--- src/rtl/custkey_index_search.sv ---
// Reverse lookup for the 32-bit custom key table: scans 16 entries, one per clock,
// and returns the index of the entry matching the requested key.
module custkey_index_search #(
  parameter bit EARLY_EXIT = 1'b1
) (
  input  logic        clk,
  input  logic        rst,
  input  logic        start,
  input  logic [31:0] custkey_in,
  output logic        busy,
  output logic        done,
  output logic        found,
  output logic [3:0]  key_idx
);

  typedef enum logic [1:0] {IDLE, SCAN, DONE} state_t;

  state_t      state, state_nxt;
  logic [3:0]  idx;
  logic [31:0] key;
  logic        hit;
  logic [3:0]  hit_idx;
  logic        match;
  logic        last;

  function automatic logic [31:0] tbl(input logic [3:0] i);
    case (i)
      4'd0:    tbl = 32'h8899AABB;
      4'd1:    tbl = 32'hCCDDEEFF;
      4'd2:    tbl = 32'hABCD1234;
      4'd3:    tbl = 32'hA1B2C3D4;
      4'd4:    tbl = 32'h5E6F7081;
      4'd5:    tbl = 32'h9A0BCDEF;
      4'd6:    tbl = 32'h12345678;
      4'd7:    tbl = 32'h89ABCDEF;
      4'd8:    tbl = 32'h0F1E2D3C;
      4'd9:    tbl = 32'h4B5A6978;
      4'd10:   tbl = 32'hFEDCBA98;
      4'd11:   tbl = 32'h76543210;
      4'd12:   tbl = 32'hDEADBEEF;
      4'd13:   tbl = 32'hCAFEBABE;
      4'd14:   tbl = 32'h00112233;
      default: tbl = 32'h44556677;
    endcase
  endfunction

  assign match = (tbl(idx) == key);
  assign last  = (idx == 4'hF);
  assign busy  = (state != IDLE);
  assign done  = (state == DONE);

  always_ff @(posedge clk) begin
    if (rst) state <= IDLE;
    else     state <= state_nxt;
  end

  always_comb begin
    state_nxt = state;
    case (state)
      IDLE:    if (start) state_nxt = SCAN;
      SCAN:    if ((EARLY_EXIT && match) || last) state_nxt = DONE;
      DONE:    state_nxt = IDLE;
      default: state_nxt = IDLE;
    endcase
  end

  always_ff @(posedge clk) begin
    if (rst) begin
      idx     <= '0;
      key     <= '0;
      hit     <= 1'b0;
      hit_idx <= '0;
      found   <= 1'b0;
      key_idx <= '0;
    end else begin
      case (state)
        IDLE: if (start) begin
          key     <= custkey_in;
          idx     <= '0;
          hit     <= 1'b0;
          hit_idx <= '0;
          found   <= 1'b0;
          key_idx <= '0;
        end
        SCAN: begin
          if (EARLY_EXIT) begin
            if (match) begin
              found   <= 1'b1;
              key_idx <= idx;
            end else if (last) begin
              found   <= 1'b0;
              key_idx <= '0;
            end else begin
              idx <= idx + 4'd1;
            end
          end else begin
            // Constant-time: remember only the first match, publish at the end.
            if (match && !hit) begin
              hit     <= 1'b1;
              hit_idx <= idx;
            end
            if (last) begin
              found   <= hit | match;
              key_idx <= hit ? hit_idx : (match ? idx : 4'd0);
            end else begin
              idx <= idx + 4'd1;
            end
          end
        end
        default: ;
      endcase
    end
  end

endmodule

--- config.mk ---
export PLATFORM = sky130hd
export DESIGN_NAME = custkey_index_search
export DESIGN_NICKNAME = d
export VERILOG_FILES = /design/src/rtl/custkey_index_search.sv
export SDC_FILE = /design/constraint.sdc
export NUM_CORES = 1
export LEC_CHECK = 0
export ABC_AREA = 1
export ABC_CLOCK_PERIOD_IN_PS = 2400
export CAP_MARGIN = 5
export CORE_ASPECT_RATIO = 0.75
export CORE_UTILIZATION = 50
export DETAILED_ROUTE_END_ITERATION = 8
export GPL_TIMING_DRIVEN = 0
export HOLD_SLACK_MARGIN = 0.15
export PLACE_DENSITY = 0.8
export SKIP_LAST_GASP = 1
export SYNTH_ARGS = -nofsm -noshare
export SYNTH_HDL_FRONTEND = slang
export SYNTH_SLANG_ARGS = --single-unit
--- constraint.sdc ---
create_clock -name clk -period 2.4 [get_ports clk]
set_clock_uncertainty 0.2 [all_clocks]
set_input_delay 0.72 -clock clk [delete_from_list [all_inputs] [get_ports clk]]
set_output_delay 0.72 -clock clk [all_outputs]
set_load 0.05 [all_outputs]
==> results of run 1 <==
stage by stage:
step,worst slack [ps],hold slack (ps),setup TNS (ps)
floorplan,45.18,236.2,0
global placement,-702.6,243.8,-27270
detailed placement,-711.2,255.2,-28200
CTS,-40.95,268.2,-58.85
global route,-161.7,281.8,-2272
finish,-102.0,258.9,-195.7
cell usage after synthesis:
library cell  count
clkbuf_1         11
nor2_1           70
nand2_1         135
nand3_1          20
o21ai_0          37
o21ai_2           1
xnor2_1          21
inv_4             2
nand4_1           4
buf_2             1
nor3_1            2
inv_2            12
and2_1            1
buf_6             3
nand3_4           4
clkinv_1          2
a21oi_1          17
nand2_4           1
buf_12            1
nor2_2            2
or2_2             1
dfxtp_1          74
nor2_4            6
nand2_2          12
nand3_2           3
inv_1            37
o21ai_1           5
ha_1              9
power by group through the flow:
stage,sequential [uW],combinational [uW],clock [uW]
2_1_floorplan,1420,383,0
3_3_place_gp,1440,533,0
3_5_place_dp,1440,541,0
4_1_cts,1410,603,1140
5_1_grt,1430,721,1180
6_report,1420,654,1130
path summary, 6_finish.rpt:
check / from / end / cells past startpoint
max: key[19]$_SDFFE_PP0P_ / flop / 15
min: key_idx[2]$_SDFFE_PP0P_ / key_idx[2]$_SDFFE_PP0P_ / 2
min reg2reg: key_idx[2]$_SDFFE_PP0P_ / key_idx[2]$_SDFFE_PP0P_ / 2
max reg2reg: key[19]$_SDFFE_PP0P_ / flop / 15
cells by family after synthesis:
logic type      count (synthesis)  share of synthesized area
buf+inv                        69                    0.08517
simple gates                  261                     0.3316
flops                          74                     0.4150
fa+ha+maj                       9                    0.03155
xor+xnor                       21                    0.05153
compound gates                 60                    0.08517
routing by layer:
layer	up-vias	global-route usage	part of all wire
met3	26	0.06035	0.061
met1	1572	0.3312	0.46
met5	-	0	0
li1	1670	-	-
met4	0	0.1160	0.027
met2	134	0.4221	0.45
worst max-delay path: cells and delay by family, from the launching register on:
kind / cells / cell delay (ps)
xor gates and xnor gates: 1 / 140
adders and majority gates: 1 / 170
and+or+nand+nor: 12 / 1460
buffers and inverters: 1 / 60
DFF: 1 / 350
layout make-up:
| cell class | count | share of cell area |
|---|---|---|
| multi-input cells | 351 | 0.4321 |
| inverters | 53 | 0.04465 |
| plain buffers | 16 | 0.02364 |
| clock inverters | 6 | 0.02049 |
| clock buffers | 10 | 0.02889 |
| flip-flops and latches | 74 | 0.3147 |
| repair buffers | 56 | 0.1098 |
| well taps | 98 | 0.02574 |
repair_timing:
action / in CTS / in global routing
gates cloned: 0 / 0
endpoints found under the hold margin: 0 / 0
endpoints found under the setup margin: 42 / 31
setup buffers: 12 / 4
pin swaps: 32 / 36
gates resized for setup: 62 / 41
cells in the final DEF, fill, tap and decap left out, drive strengths merged:
| cell type | instances |
|---|---|
| dlygate4sd2 | 5 |
| buf | 22 |
| dlymetal6s2s | 1 |
| xnor2 | 21 |
| ha | 9 |
| clkinv | 4 |
| inv | 52 |
| nand4 | 4 |
| bufinv | 2 |
| and2 | 1 |
| nand2 | 148 |
| nand3 | 27 |
| nor2 | 78 |
| nor3 | 2 |
| clkdlybuf4s50 | 32 |
| dfxtp | 74 |
| clkbuf | 20 |
| a21oi | 17 |
| o21ai | 43 |
| clkdlybuf4s15 | 2 |
| clkinvlp | 1 |
| or2 | 1 |
==> summary.txt, run 1 <==
Power
  – Pwr dens: 672.7 mW/mm^2
  – Final Power: 3205 uW
  – Net Sw Power: 942.3 uW
  – Peak supply drop: 0.3659 mV
  – Gate power share: 0.204
  – Cell-internal power: 2262 uW
  – Sequential power share: 0.443
  – Switch share: 0.2940
  – Clk network pwr share: 0.353
  – Lkg Pwr: 0.002176 uW

Logic synthesis
  – Area leader, netlist: dfxtp_1
  – Distinct cells, synth: 28
  – Yosys warns: 0
  – Area fraction of the dominant cell type after synthesis: 0.4150
  – Syn Area/Cell: 7.226 sq um
  – Cells after synthesis: 494
  – Synthesized cell area: 0.003570 sq mm
  – Register area share after synthesis: 0.4150
  – Synth area leaders: dfxtp_1 (42%), nand2_1 (14%), nor2_1 (7.4%)
  – Seq cells post-synth: 74
  – Syn_nets: 538

Global routing
  – First-pass GRT wire length: 14,430 um
  – Vias in the first global route: 3,074
  – GRT Total Usage: 0.2579
  – Global route overflow: 0
  – Largest net degree at the start of global routing: 15
  – Initial antenna violation count: 0

Placement
  – Placed cells: 632
  – HPWL Detailed: 6379 um
  – Port Buf Inserts: 40
  – Gpl congestion: 0.9083
  – Post-DP Area: 0.004101 sq mm

Detailed routing
  – Total number of vias: 3,402
  – Total Wirelength: 9420 um
  – Post-route ant nets: 0
  – DR iter-0 viols: 228
  – First-pass iteration count of the detailed router: 6
  – Wire per inst: 14.19 um
  – DRC errors left: 0
  – Drt via density: 5.123

Clock network
  – Clock latency on the worst-skew pair: 350 ps
  – Num CTS Buffers: 9
  – H-Tree Depth: 3
  – TritonCTS clock tree: done
  – Hold-fix buffers at CTS: 0
  – Root Driver: clkbuf_8
  – Clk slew on worst S/H paths: 90 ps
  – Clock tree buffer depth: 2
  – Num Clock Sinks: 74

Layout
  – Cell area after layout: 0.004763 sq mm
  – P&R area growth vs syn: 33.44%
  – Nets: 605
  – Share of cells above drive strength 1: 0.2739
  – Final Non-Filler Cells: 664
  – Antenna cells: 0
  – Final core utilization: 0.6939
  – # fillers: 534
  – Register area: 0.001499 sq mm
  – Area used by multi-input combinational logic: 0.002058 sq mm

Die
  – Core Region: 0.006864 sq mm
  – DIE WIDTH: 99.57 um
  – Die Area: 0.007485 sq mm
  – Die height: 75.18 um
  – Row count: 26
  – Initial Util: 0.5201
  – I/O pins: 42

Setup path
  – Slowest stage delay, CP: 350 ps
  – Crit path kind: reg -> reg
  – Worst EP arrival: 2540 ps
  – Critical path startpoint category: flop
  – Worst-path cell chain: xnor2_2 > nand2_1 > nor2_1 > nand2_1 > nor2_4 > nand3_4 > nand4_1 > nand2_2 > nor2_4 > ha_4 > inv_1 > nand3_2 > nand2_1 > nor2_1 > nor2_1
  – Slowest CP cell: dfxtp_2
  – Flop-to-flop setup slack: -100 ps
  – Worst-path fanout max: 4
  – CP Data Required Time: 2440 ps
  – Crit. End Element: flop

Timing
  – RSZ-0062 raised after global routing: yes
  – Tcrit/Tclk final: 1.043
  – Setup ws final: -102.0 ps
  – FMAX: 0.3997 GHz
  – Final setup vio count: 7
  – Final hold violation count: 0
  – Final Max Tran Viols: 0
  – Min Tclk post-route: 2502 ps
  – Actual slew at the worst max-slew pin: 527.2 ps
  – Rel. slew slack: 0.6485

Worst hold path
  – Hold WC Path Type: reg -> reg

Status
  – Outcome: finished with violations
  – Failing checks: negative setup slack

Flow run
  – Max cap viols: 0
No activity file was read; power rests on OpenSTA's default activity.
==> inputs of run 2 (changes only) <==
--- a/config.mk
+++ b/config.mk
@@ -10,6 +10,7 @@
 export CAP_MARGIN = 5
 export CORE_ASPECT_RATIO = 0.75
 export CORE_UTILIZATION = 50
+export CTS_BUF_LIST = sky130_fd_sc_hd__clkbuf_4 sky130_fd_sc_hd__clkbuf_8 sky130_fd_sc_hd__clkbuf_16
 export DETAILED_ROUTE_END_ITERATION = 8
 export GPL_TIMING_DRIVEN = 0
 export HOLD_SLACK_MARGIN = 0.15
==> results of run 2 <==
Final layout, timing and power as in run 1 (identical DEF).
